--- config.mk ---
export PLATFORM = sky130hd
export DESIGN_NAME = sar_adc_ctrl
export DESIGN_NICKNAME = d
export VERILOG_FILES = /design/src/rtl/sar_adc_ctrl.sv
export SDC_FILE = /design/constraint.sdc
export NUM_CORES = 1
export LEC_CHECK = 0
export CORE_MARGIN = 5
export CORE_UTILIZATION = 45
export DETAILED_ROUTE_END_ITERATION = 7
export GPL_ROUTABILITY_DRIVEN = 0
export GPL_TIMING_DRIVEN = 0
export PLACE_DENSITY = 0.68
export SYNTH_ARGS = -nofsm -noshare
export SYNTH_HDL_FRONTEND = slang
export SYNTH_SLANG_ARGS = --single-unit
--- constraint.sdc ---
create_clock -name clk_i -period 4 [get_ports clk_i]
set_input_delay 1.2 -clock clk_i [delete_from_list [all_inputs] [get_ports clk_i]]
set_output_delay 1.2 -clock clk_i [all_outputs]
set_load 0.03 [all_outputs]
--- src/rtl/sar_adc_ctrl.sv ---
// rtl/sar_adc_ctrl.sv - SAR ADC sequencer: CDAC reset, sample window, MSB-first binary search
// Drives the CDAC code from comparator decisions and pulses eoc with the final code.
module sar_adc_ctrl #(
  parameter int SIZE = 12
) (
  input  logic            clk_i,
  input  logic            rst_i,
  input  logic            en_i,
  input  logic            soc_i,
  input  logic [3:0]      swidth_i,
  input  logic            cmp_i,
  output logic            sample_n_o,
  output logic            dac_rst_o,
  output logic [SIZE-1:0] data_o,
  output logic            eoc_o
);

  localparam int IW = (SIZE > 1) ? $clog2(SIZE) : 1;

  typedef enum logic [1:0] {IDLE, SAMPLE, CONV, DONE} state_e;

  state_e          state_q, state_d;
  logic [3:0]      scnt_q, scnt_d;
  logic [IW-1:0]   bit_q, bit_d;
  logic            sample_n_q, sample_n_d;
  logic            dac_rst_q, dac_rst_d;
  logic [SIZE-1:0] data_q, data_d;
  logic            eoc_q, eoc_d;

  always_ff @(posedge clk_i) begin
    if (rst_i) begin
      state_q    <= IDLE;
      scnt_q     <= '0;
      bit_q      <= '0;
      sample_n_q <= 1'b1;
      dac_rst_q  <= 1'b1;
      data_q     <= '0;
      eoc_q      <= 1'b0;
    end else begin
      state_q    <= state_d;
      scnt_q     <= scnt_d;
      bit_q      <= bit_d;
      sample_n_q <= sample_n_d;
      dac_rst_q  <= dac_rst_d;
      data_q     <= data_d;
      eoc_q      <= eoc_d;
    end
  end

  always_comb begin
    state_d = state_q;
    if (!en_i) begin
      state_d = IDLE;
    end else begin
      case (state_q)
        IDLE:    if (soc_i) state_d = SAMPLE;
        SAMPLE:  if (scnt_q <= 4'd1) state_d = CONV;
        CONV:    if (bit_q == '0) state_d = DONE;
        default: state_d = IDLE;
      endcase
    end
  end

  always_comb begin
    scnt_d     = scnt_q;
    bit_d      = bit_q;
    sample_n_d = sample_n_q;
    dac_rst_d  = dac_rst_q;
    data_d     = data_q;
    eoc_d      = 1'b0;
    if (!en_i) begin
      // Abort discards any partial code so a stale trial is never mistaken for a result.
      sample_n_d = 1'b1;
      dac_rst_d  = 1'b1;
      data_d     = '0;
    end else begin
      case (state_q)
        IDLE: begin
          sample_n_d = 1'b1;
          dac_rst_d  = 1'b1;
          if (soc_i) begin
            sample_n_d = 1'b0;
            dac_rst_d  = 1'b0;
            data_d     = '0;
            scnt_d     = (swidth_i == 4'd0) ? 4'd1 : swidth_i;
          end
        end
        SAMPLE: begin
          scnt_d = scnt_q - 4'd1;
          if (scnt_q <= 4'd1) begin
            sample_n_d = 1'b1;
            data_d     = {1'b1, {(SIZE-1){1'b0}}};
            bit_d      = IW'(SIZE - 1);
          end
        end
        CONV: begin
          data_d[bit_q] = cmp_i;
          if (bit_q != '0) begin
            data_d[bit_q - 1'b1] = 1'b1;
            bit_d                = bit_q - 1'b1;
          end else begin
            eoc_d = 1'b1;
          end
        end
        default: begin
          dac_rst_d = 1'b1;
        end
      endcase
    end
  end

  assign sample_n_o = sample_n_q;
  assign dac_rst_o  = dac_rst_q;
  assign data_o     = data_q;
  assign eoc_o      = eoc_q;

endmodule

==> key figures <==
Critical path
  • Crit path buf inv count: 2
  • Slowest cell on crit path: clkdlybuf4s50_1
  • Critical path data arrival time: 2.88 ns
  • Critical path class: input port to flip-flop
  • CP required: 4.20 ns
  • Crit path capture type: flip-flop
  • Crit Path Max Fanout: 10
  • Family with the most delay on the worst path: buffers and inverters
  • Critical path launch point type: input port
  • Crit path cell chain: clkdlybuf4s50_1, nor2b_1, nor2_1, nand2_1, clkbuf_1, nand2_1, a31oi_1
  • Critical path's most frequent cell: nand2_1
  • CP peak stage delay: 0.45 ns

Synthesis
  • Post-synth EDFFs: 0
  • Sequential-to-total area share from yosys stat: 29.1%
  • Cells after Synth: 226
  • Ys async rst share: 0%
  • Ys Warns: 0
  • Net count of the mapped netlist: 247
  • Synthesis-stage register bit count: 25
  • Syn Area/Cell: approximately 7.6 sq um
  • Post-synthesis instance area: 0.00172 sq mm
  • Cell variety after synth: 38
  • Post-synth top flop: dfxtp_1

Timing
  • Slew margin rel.: roughly two thirds
  • Final setup fails: 0
  • Final Hold Fails: 0
  • Unrepaired setup endpoints after global routing: false
  • Layout Skew: 0.00402 ns
  • Max Fclk: between 300 and 400 MHz
  • Hold Worst Slack: a little under 0.5 ns
  • Setup TNS Final: 0 ns
  • Slew Limit Fails: 0
  • Final Critical Period: approximately 2.7 ns
  • Worst-Margin Slew: about 0.5 ns
  • Final Cycle Share: 67.0%

Cells and area
  • Layout area overhead: 18.4%
  • Fillcell total: 357
  • Nets@finish: approximately 270
  • Most frequent cells in the layout: nand2_1, dfxtp_1, a21oi_1
  • Ratio of cells with drive above 1 in the final layout: 7.17%
  • N_diodes: 0

Drt
  • Iter 0 DRT Violations: 106
  • DR pass1 iterations: 4
  • Vias: 1645
  • Via density: 5.50
  • Final WL: 4020 um
  • Wirelength per Cell: approximately 13 um
  • DRC: 0
  • ANT nets after route: 0

Global routing
  • Global-route wire length before repair: 6980 um
  • Total track usage: between 10% and 20%
  • Total grt overflow: 0
  • Vias in the first global route: around 1.6k
  • Largest net degree at the start of global routing: 15
  • Initial antenna violation count: 0

Power and ir drop
  • VDD IR-drop max: 0.000246 V
  • Leakage power: 0.761 nW
  • P per Cell Area: 260 mW/mm^2

CTS
  • Hold_buf cts: 0
  • Clk pin slew, worst setup/hold paths: 0.09 ns
  • CTS Buf Count: 3
  • Post-cts sizing count: 0
  • Latest clock arrival within the worst-skew pair: 0.27 ns
  • CTS sink cnt: 25
  • Root Driver: clkbuf_8
  • Post-CTS Repair Setup Buffers: 0
  • Worst-case clock buffer depth: 2
  • CTS tree: built
  • Maximum level of the CTS H-tree: 1

Floorplan
  • Core ar.: 0.00369 sq mm
  • Starting density of the core: 46.7%
  • Ports: 24
  • Width of the chip: slightly above 70 um
  • Row count: 22
  • Die area: around 0.0052 sq mm
  • Die height: slightly above 70 um

Outcome
  • Status: complete, no violations

Placed design
  • DP HPWL: roughly 3000 um
  • Number of port buffers: 21

Min path
  • Min-delay worst type: flip-flop to flip-flop

Run
  • Max_cap viols: 0
[final timing paths]
kind	from	end	slack (ns)	cells past startpoint
max	soc_i	data_o[11]$_SDFFE_PP0P_	1.32	7
min	data_o[6]$_SDFFE_PP0P_	data_o[6]$_SDFFE_PP0P_	0.48	2
max reg2reg	scnt_q[0]$_SDFFE_PP0P_	data_o[11]$_SDFFE_PP0P_	1.88	8
min reg2reg	data_o[6]$_SDFFE_PP0P_	data_o[6]$_SDFFE_PP0P_	0.48	2
[cells by family after synthesis]
logic type                 after synthesis  synth area share (%)
adders and majority gates               12                  8.72
and+or+nand+nor                         86                  25.3
muxes                                   10                  5.96
DFF                                     25                  29.1
AOI/OAI and AO/OA                       65                  24.6
buffers and inverters                   28                  6.32
[power by group]
group | switching [mW] | internal [mW] | total [mW] | leakage [nW]
logic | 0.0679 | 0.0425 | 0.110 | 0.533
registers | 0.00791 | 0.255 | 0.263 | 0.203
clock network | 0.0864 | 0.0699 | 0.156 | 0.0255
[per-stage QoR]
stage               worst slack (ns)  util [%]  instances  area (sq um)  total power, mW
finish                          1.32      55.3        299          2040            0.530
global placement                1.07      54.0        295          1990            0.378
CTS                             1.34      55.3        299          2040            0.537
detailed placement              1.07      54.0        295          1990            0.379
floorplan                       1.82         -        226          1720            0.349
global route                    1.17      55.3        299          2040            0.561
[layer usage]
| layer | up-vias | part of all wire, % | GRT usage, % |
|---|---|---|---|
| met5 | - | 0 | 0 |
| met4 | 0 | 1.4 | 4.59 |
| met3 | 9 | 4.7 | 3.51 |
| met2 | 35 | 48 | 28.9 |
| met1 | 742 | 46 | 19.9 |
| li1 | 859 | - | - |
[layout make-up]
type	count	area, sq um	area share, %
Multi-Input combinational cell	173	1110	54.6
Sequential cell	25	500	24.6
Timing Repair Buffer	21	210	10.3
Inverter	16	60.1	2.95
Tap cell	48	60.1	2.95
Buffer	12	48.8	2.39
Clock buffer	3	41.3	2.03
Clock inverter	1	5.00	0.246
[worst reg2reg max path: cells and delay by family (launching register included)]
family | cells | cell delay (ns)
AO/OA/AOI/OAI | 2 | 0.32
adder cells (fa/ha/maj) | 1 | 0.22
buffers and inverters | 2 | 0.48
flip-flops | 1 | 0.43
AND/OR/NAND/NOR | 3 | 0.59
[cells in the mapped netlist (5+ instances only)]
master	number	area share, %
nor2_1	19	4.1
o21ai_0	5	1.5
a21oi_1	23	6.7
ha_1	12	8.7
a31oi_1	9	3.3
nand3_1	11	3.2
clkbuf_1	9	2.0
dfxtp_1	25	29
nor3_1	7	2.0
mux2i_1	8	4.7
inv_1	16	3.5
o21ai_1	8	2.3
nand2_1	25	5.5
[registers in the layout, summed over array words and instances, names as in the netlist]
signal      flops
dac_rst_o       1
state_q         2
scnt_q          4
sample_n_o      1
eoc_o           1
bit_q           4
data_o         12
Note: power is estimated with default switching activity, not from simulation.
==> RTL change 1, RTL diff (same settings) <==
Register the output `data_o` once more, cleared by the reset; this adds one clock of latency there. The other outputs are not delayed to match.
--- a/src/rtl/sar_adc_ctrl.sv
+++ b/src/rtl/sar_adc_ctrl.sv
@@ -113,3 +113,9 @@
   assign dac_rst_o  = dac_rst_q;
-  assign data_o     = data_q;
+  always_ff @(posedge clk_i) begin
+    if (rst_i) begin
+      data_o <= '0;
+    end else begin
+      data_o <= data_q;
+    end
+  end
   assign eoc_o      = eoc_q;
Function: changed (Yosys sat finds a counterexample within 4 cycles, from zero or initial values and one cycle with rst_i high).
==> RTL change 1 against the unedited design <==
- setup slack worse by 280 ps
- cell count up 7.4%
- sequential share of layout area up 5.8 points
- via count up 12%
- synthesized area up 19%
- combinational power up 11%
- die area up 16%
- sequential power up 46%
- sequential cell count up 12
- clock power up 96%
- routed wire length up 15%
- total power up 54%
- count of clock-buffer cells in the layout up 2
- final area up 20%
==> RTL change 1: results (changes against the unedited design) <==
.. list-table::
   :header-rows: 1

   * - Metric
     - Value
   * - First-iteration detailed-routing DRC count
     - 215 (+100%)
   * - Ys async rst share
     - 0% (unchanged)
   * - Met3 Resource Use GR
     - 3.935% (+0.43 points)
   * - Final net count
     - 290 (+6.2%)
   * - Worst-case register-to-register setup slack
     - 1680 ps (-200 ps)
   * - Number of buffers created by CTS
     - 5 (+2)
   * - Leakage
     - 0.0009566 µW (+26%)
   * - Total iterations of the first detailed-routing run
     - 4 (unchanged)
   * - Distinct cell type count after synthesis
     - 51 (+34%)
   * - Via/cell ratio
     - 5.738 (+4.3%)
   * - CP endpoint kind
     - register
   * - Largest registers
     - data_o: 12 flops, data_q: 12 flops
   * - Number of levels in the clock H-tree
     - 2 (+1)
   * - Number of port buffers
     - 22 (+4.8%)
   * - FF-to-FF Start
     - state_q[0]$_SDFFE_PP0P_
   * - Worst slack on hold paths
     - 466.2 ps (-15.61 ps)
   * - Path depth of the worst reg2reg path
     - 6 (-2)
   * - Status
     - finished clean
   * - Overall track demand over capacity in global routing
     - 16.19% (-0.19 points)
   * - Largest cells by area after synthesis
     - dfxtp_1 36%, ha_1 7.3%, a21oi_1 4.9%
   * - Actual slew at the worst max-slew pin
     - 551.1 ps (+41.60 ps)
   * - Hold WC Path Type
     - register to register
   * - Internal Dissipation
     - 604.1 µW (+64%)
   * - First-pass GRT wire length
     - 8066 µm (+16%)
   * - Number of nets produced by synthesis
     - 261 (+5.7%)
   * - Via count of the first global-routing pass
     - 1793 (+14%)
   * - Commonest cells in the synthesized netlist
     - 37 x dfxtp_1, 20 x a21oi_1, 16 x nor2b_1
   * - Number of setup buffers added after CTS
     - 0 (unchanged)
   * - Crit path max fanout
     - 10 (unchanged)
   * - Clock network latency to the later pin of the worst-skew pair
     - between 200 and 300 ps
   * - Worst ir drop on vdd
     - 0.2079 mV (-16%)
   * - Final setup skew
     - 5.926 ps (+1.909 ps)
   * - Number of cells upsized or downsized after cts
     - 0 (unchanged)
   * - Initial antenna violation count
     - 0 (unchanged)
   * - Part of the Yosys area used for sequential elements
     - 36.10% (+7.0 points)
   * - Met2 track demand over resource in global routing
     - 26.26% (-2.6 points)
   * - Final antenna diode count
     - 0 (unchanged)
   * - Crit path from
     - rst_i
   * - Met1 global-route usage
     - 20.74% (+0.79 points)
   * - Fillers
     - 405 (+13%)
   * - Fraction of layout instances using a drive strength above 1
     - 8.922% (+1.8 points)
   * - Clock-pin transition on the worst setup and hold timing paths
     - 60 ps (-30 ps)
   * - Maximum number of pins on one net before global-route repair
     - 12 (-3)
   * - Placed wire-length estimate
     - 3420 µm (+12%)
   * - Number of warning messages in the yosys log
     - 0 (unchanged)
   * - Reg-to-reg critical path endpoint
     - data_q[1]$_SDFFE_PP0P_
   * - Routed length per instance
     - 14.45 µm (+7.4%)
[RTL change 1: cell types whose count changed after synthesis, sizes merged, moves of 3 or more]
cell,change
nand2,-15
dfxtp,+12
nor2b,+12
o31ai,+8
o221ai,+7
a31oi,-5
inv,-5
mux2i,-5
o21ai,-5
nor2,-4
a21oi,-3
buf,+3
[RTL change 1: cell families after synthesis]
logic type / share of synthesized area (%)
compound gates: 23.84
fa+ha+maj: 7.317
buf+inv: 5.304
flops: 36.10
mux: 3.658
simple gates: 23.78
[RTL change 1: worst min path at each step]
stage / start / to / cells after the start
after floorplan: data_q[10]$_SDFFE_PP0P_ / data_o[10]$_SDFF_PP0_ / 1
after global placement: data_q[8]$_SDFFE_PP0P_ / data_o[8]$_SDFF_PP0_ / 1
after detailed placement: data_q[10]$_SDFFE_PP0P_ / data_o[10]$_SDFF_PP0_ / 1
after CTS: data_q[10]$_SDFFE_PP0P_ / data_o[10]$_SDFF_PP0_ / 1
after global routing: data_q[10]$_SDFFE_PP0P_ / data_o[10]$_SDFF_PP0_ / 1
final: data_q[10]$_SDFFE_PP0P_ / data_o[10]$_SDFF_PP0_ / 1
[RTL change 1: area by class of cell]
cell class              count  area [µm²]  share of cell area [%]
clock buffers               5       68.82                   2.819
flip-flops and latches     37       740.7                   30.34
plain buffers              16       67.56                   2.768
repair buffers             22       220.2                   9.021
multi-input cells         176        1202                   49.26
inverters                  11       41.29                   1.691
clock inverters             2       35.03                   1.435
well taps                  52       65.06                   2.665
[RTL change 1: metal layers]
| metal | wire [µm] | vias to the layer above |
|---|---|---|
| met5 | 0 | - |
| met4 | 59 | 0 |
| met3 | 271 | 6 |
| met2 | 2221 | 47 |
| met1 | 2084 | 850 |
| li1 | - | 939 |
[RTL change 1: critical path, cell delays in order]
cell             delay, ps
clkdlybuf4s50_1        500
nand4b_2               410
nor3_1                 470
nand2_1                300
o221ai_1               260
[RTL change 1: power by group through the flow]
| stage | sequential [µW] | combinational, µW | clock (µW) |
|---|---|---|---|
| global placement | 394 | 120 | 0 |
| finish | 385 | 122 | 306 |
| CTS | 385 | 122 | 312 |
| floorplan | 395 | 84.2 | 0 |
| detailed placement | 394 | 121 | 0 |
| global route | 387 | 135 | 327 |
[RTL change 1: metrics by stage]
step	setup WS, ps	instances	total power [µW]	instance area [µm²]
after floorplan	1604	240	479.2	2052
after global placement	732.1	314	513.7	2337
after detailed placement	768.0	314	514.7	2337
after CTS	1063	321	818.6	2441
after global routing	891.9	321	849.2	2441
final	1042	321	813.9	2441
==> RTL change 2, RTL diff (same flow settings) <==
Without the edit above. Change the parameter `SIZE` from 12 to 11.
--- a/src/rtl/sar_adc_ctrl.sv
+++ b/src/rtl/sar_adc_ctrl.sv
@@ -3,3 +3,3 @@
 module sar_adc_ctrl #(
-  parameter int SIZE = 12
+  parameter int SIZE = 11
 ) (
Ports: changed (resized data_o); port bits go from 24 to 23. The function was not compared with the original's and may differ.
==> RTL change 2 against the unedited design <==
- total power rose by 10%
- setup slack worse by 62 ps
- routed wire length up 3.1%
- first-iteration DRC count down 2.8%
- global-route usage grew 0.38 points
- synthesized area fell by 4.0%
- count of clock-buffer cells in the layout unchanged
- sequential power down 3%
- final area is 2.1% lower
- sequential cell count down 1
- critical path type unchanged
==> RTL change 2: results (changes against the unedited design) <==
.. list-table::
   :header-rows: 1

   * - Metric
     - Value
   * - Final net count
     - 263 (-3.7%)
   * - Crit path from
     - en_i
   * - Crit path DAT
     - 2950 ps (+70 ps)
   * - Part of the Yosys area used for sequential elements
     - 29.07% (about the same)
   * - Part of the power in combinational logic
     - 18.5% (-2.3 points)
   * - Fraction of layout instances using a drive strength above 1
     - 7.083% (-0.088 points)
   * - FF-to-FF Start
     - bit_q[0]$_SDFFE_PP0P_
   * - Area growth from synthesis to layout
     - 20.67%
   * - Distinct cell type count after synthesis
     - 45 (+18%)
   * - Final setup skew
     - 2.644 ps (-1.373 ps)
   * - Post-synthesis compound-gate area fraction
     - 28.69% (+4.1 points)
   * - Reg-to-reg critical path endpoint
     - bit_q[2]$_SDFFE_PP0P_
   * - Detailed-route wire length
     - 4148 µm (+3.1%)
   * - Status
     - finished clean
   * - Internal Dissipation
     - 423.6 µW (+15%)
   * - Fraction of area in clock buffers and inverters
     - 3.576% (+1.3 points)
   * - First-iteration detailed-routing DRC count
     - 103 (-2.8%)
   * - Non-clock inverters
     - 10 (-6)
   * - XOR/XNOR Fraction of Synth Area
     - 0.5299% (+0.53 points)
   * - Number of sinks on the clock net
     - 24 (-4.0%)
   * - Met2 track demand over resource in global routing
     - 26.40% (-2.5 points)
   * - Overall track demand over capacity in global routing
     - 16.77% (+0.38 points)
   * - Worst slack on hold paths
     - 461.8 ps (-19.99 ps)
   * - Hold path endpoint
     - data_o[4]$_SDFFE_PP0P_
   * - Origin of the worst min-delay path
     - data_o[4]$_SDFFE_PP0P_
   * - Worst-case register-to-register setup slack
     - 1850 ps (-30 ps)
   * - Met3 Resource Use GR
     - 2.131% (-1.4 points)
   * - Crit path max fanout
     - 9 (-1)
   * - Placed instance area
     - 0.001923 mm² (-3.5%)
   * - Fillers
     - 376 (+5.3%)
   * - Flip-flop and latch share of the layout cell area
     - 24.09% (-0.46 points)
   * - Worst slack at placement
     - 1022 ps (-45.09 ps)
   * - Non-clock buffer contribution to total cell area
     - 13.55% (+0.84 points)
   * - Placed wire-length estimate
     - 3057 µm (+0.27%)
   * - Worst ir drop on vdd
     - 0.1383 mV (-44%)
   * - Largest cells by area after synthesis
     - dfxtp_1 29%, ha_1 9.8%, a21oi_1 5.5%
   * - Via count of the first global-routing pass
     - 1446 (-7.7%)
   * - Relative slew slack
     - 67.74% (+2.0 points)
## RTL change 2: changes by cell type after synthesis, moves of 6 or more
cell     change
a31oi_1      -6
inv_1        -6
nand3_1      -7
o21ai_0     +13
o21ai_1      -8
## RTL change 2: worst max-delay path by stage
stage / endpoint / slack [ps] / cells past startpoint
finish: data_o[7]$_SDFFE_PP0P_ / 1260 / 7
global route: data_o[7]$_SDFFE_PP0P_ / 960 / 7
detailed placement: data_o[6]$_SDFFE_PP0P_ / 1020 / 6
global placement: data_o[2]$_SDFFE_PP0P_ / 1040 / 6
CTS: data_o[6]$_SDFFE_PP0P_ / 1300 / 7
floorplan: data_o[7]$_SDFFE_PP0P_ / 1660 / 6
## RTL change 2: per-layer routing
layer,share of wire [%],vias up
li1,-,833
met1,50,751
met2,44,40
met3,4.5,4
met4,0.99,0
met5,0,-
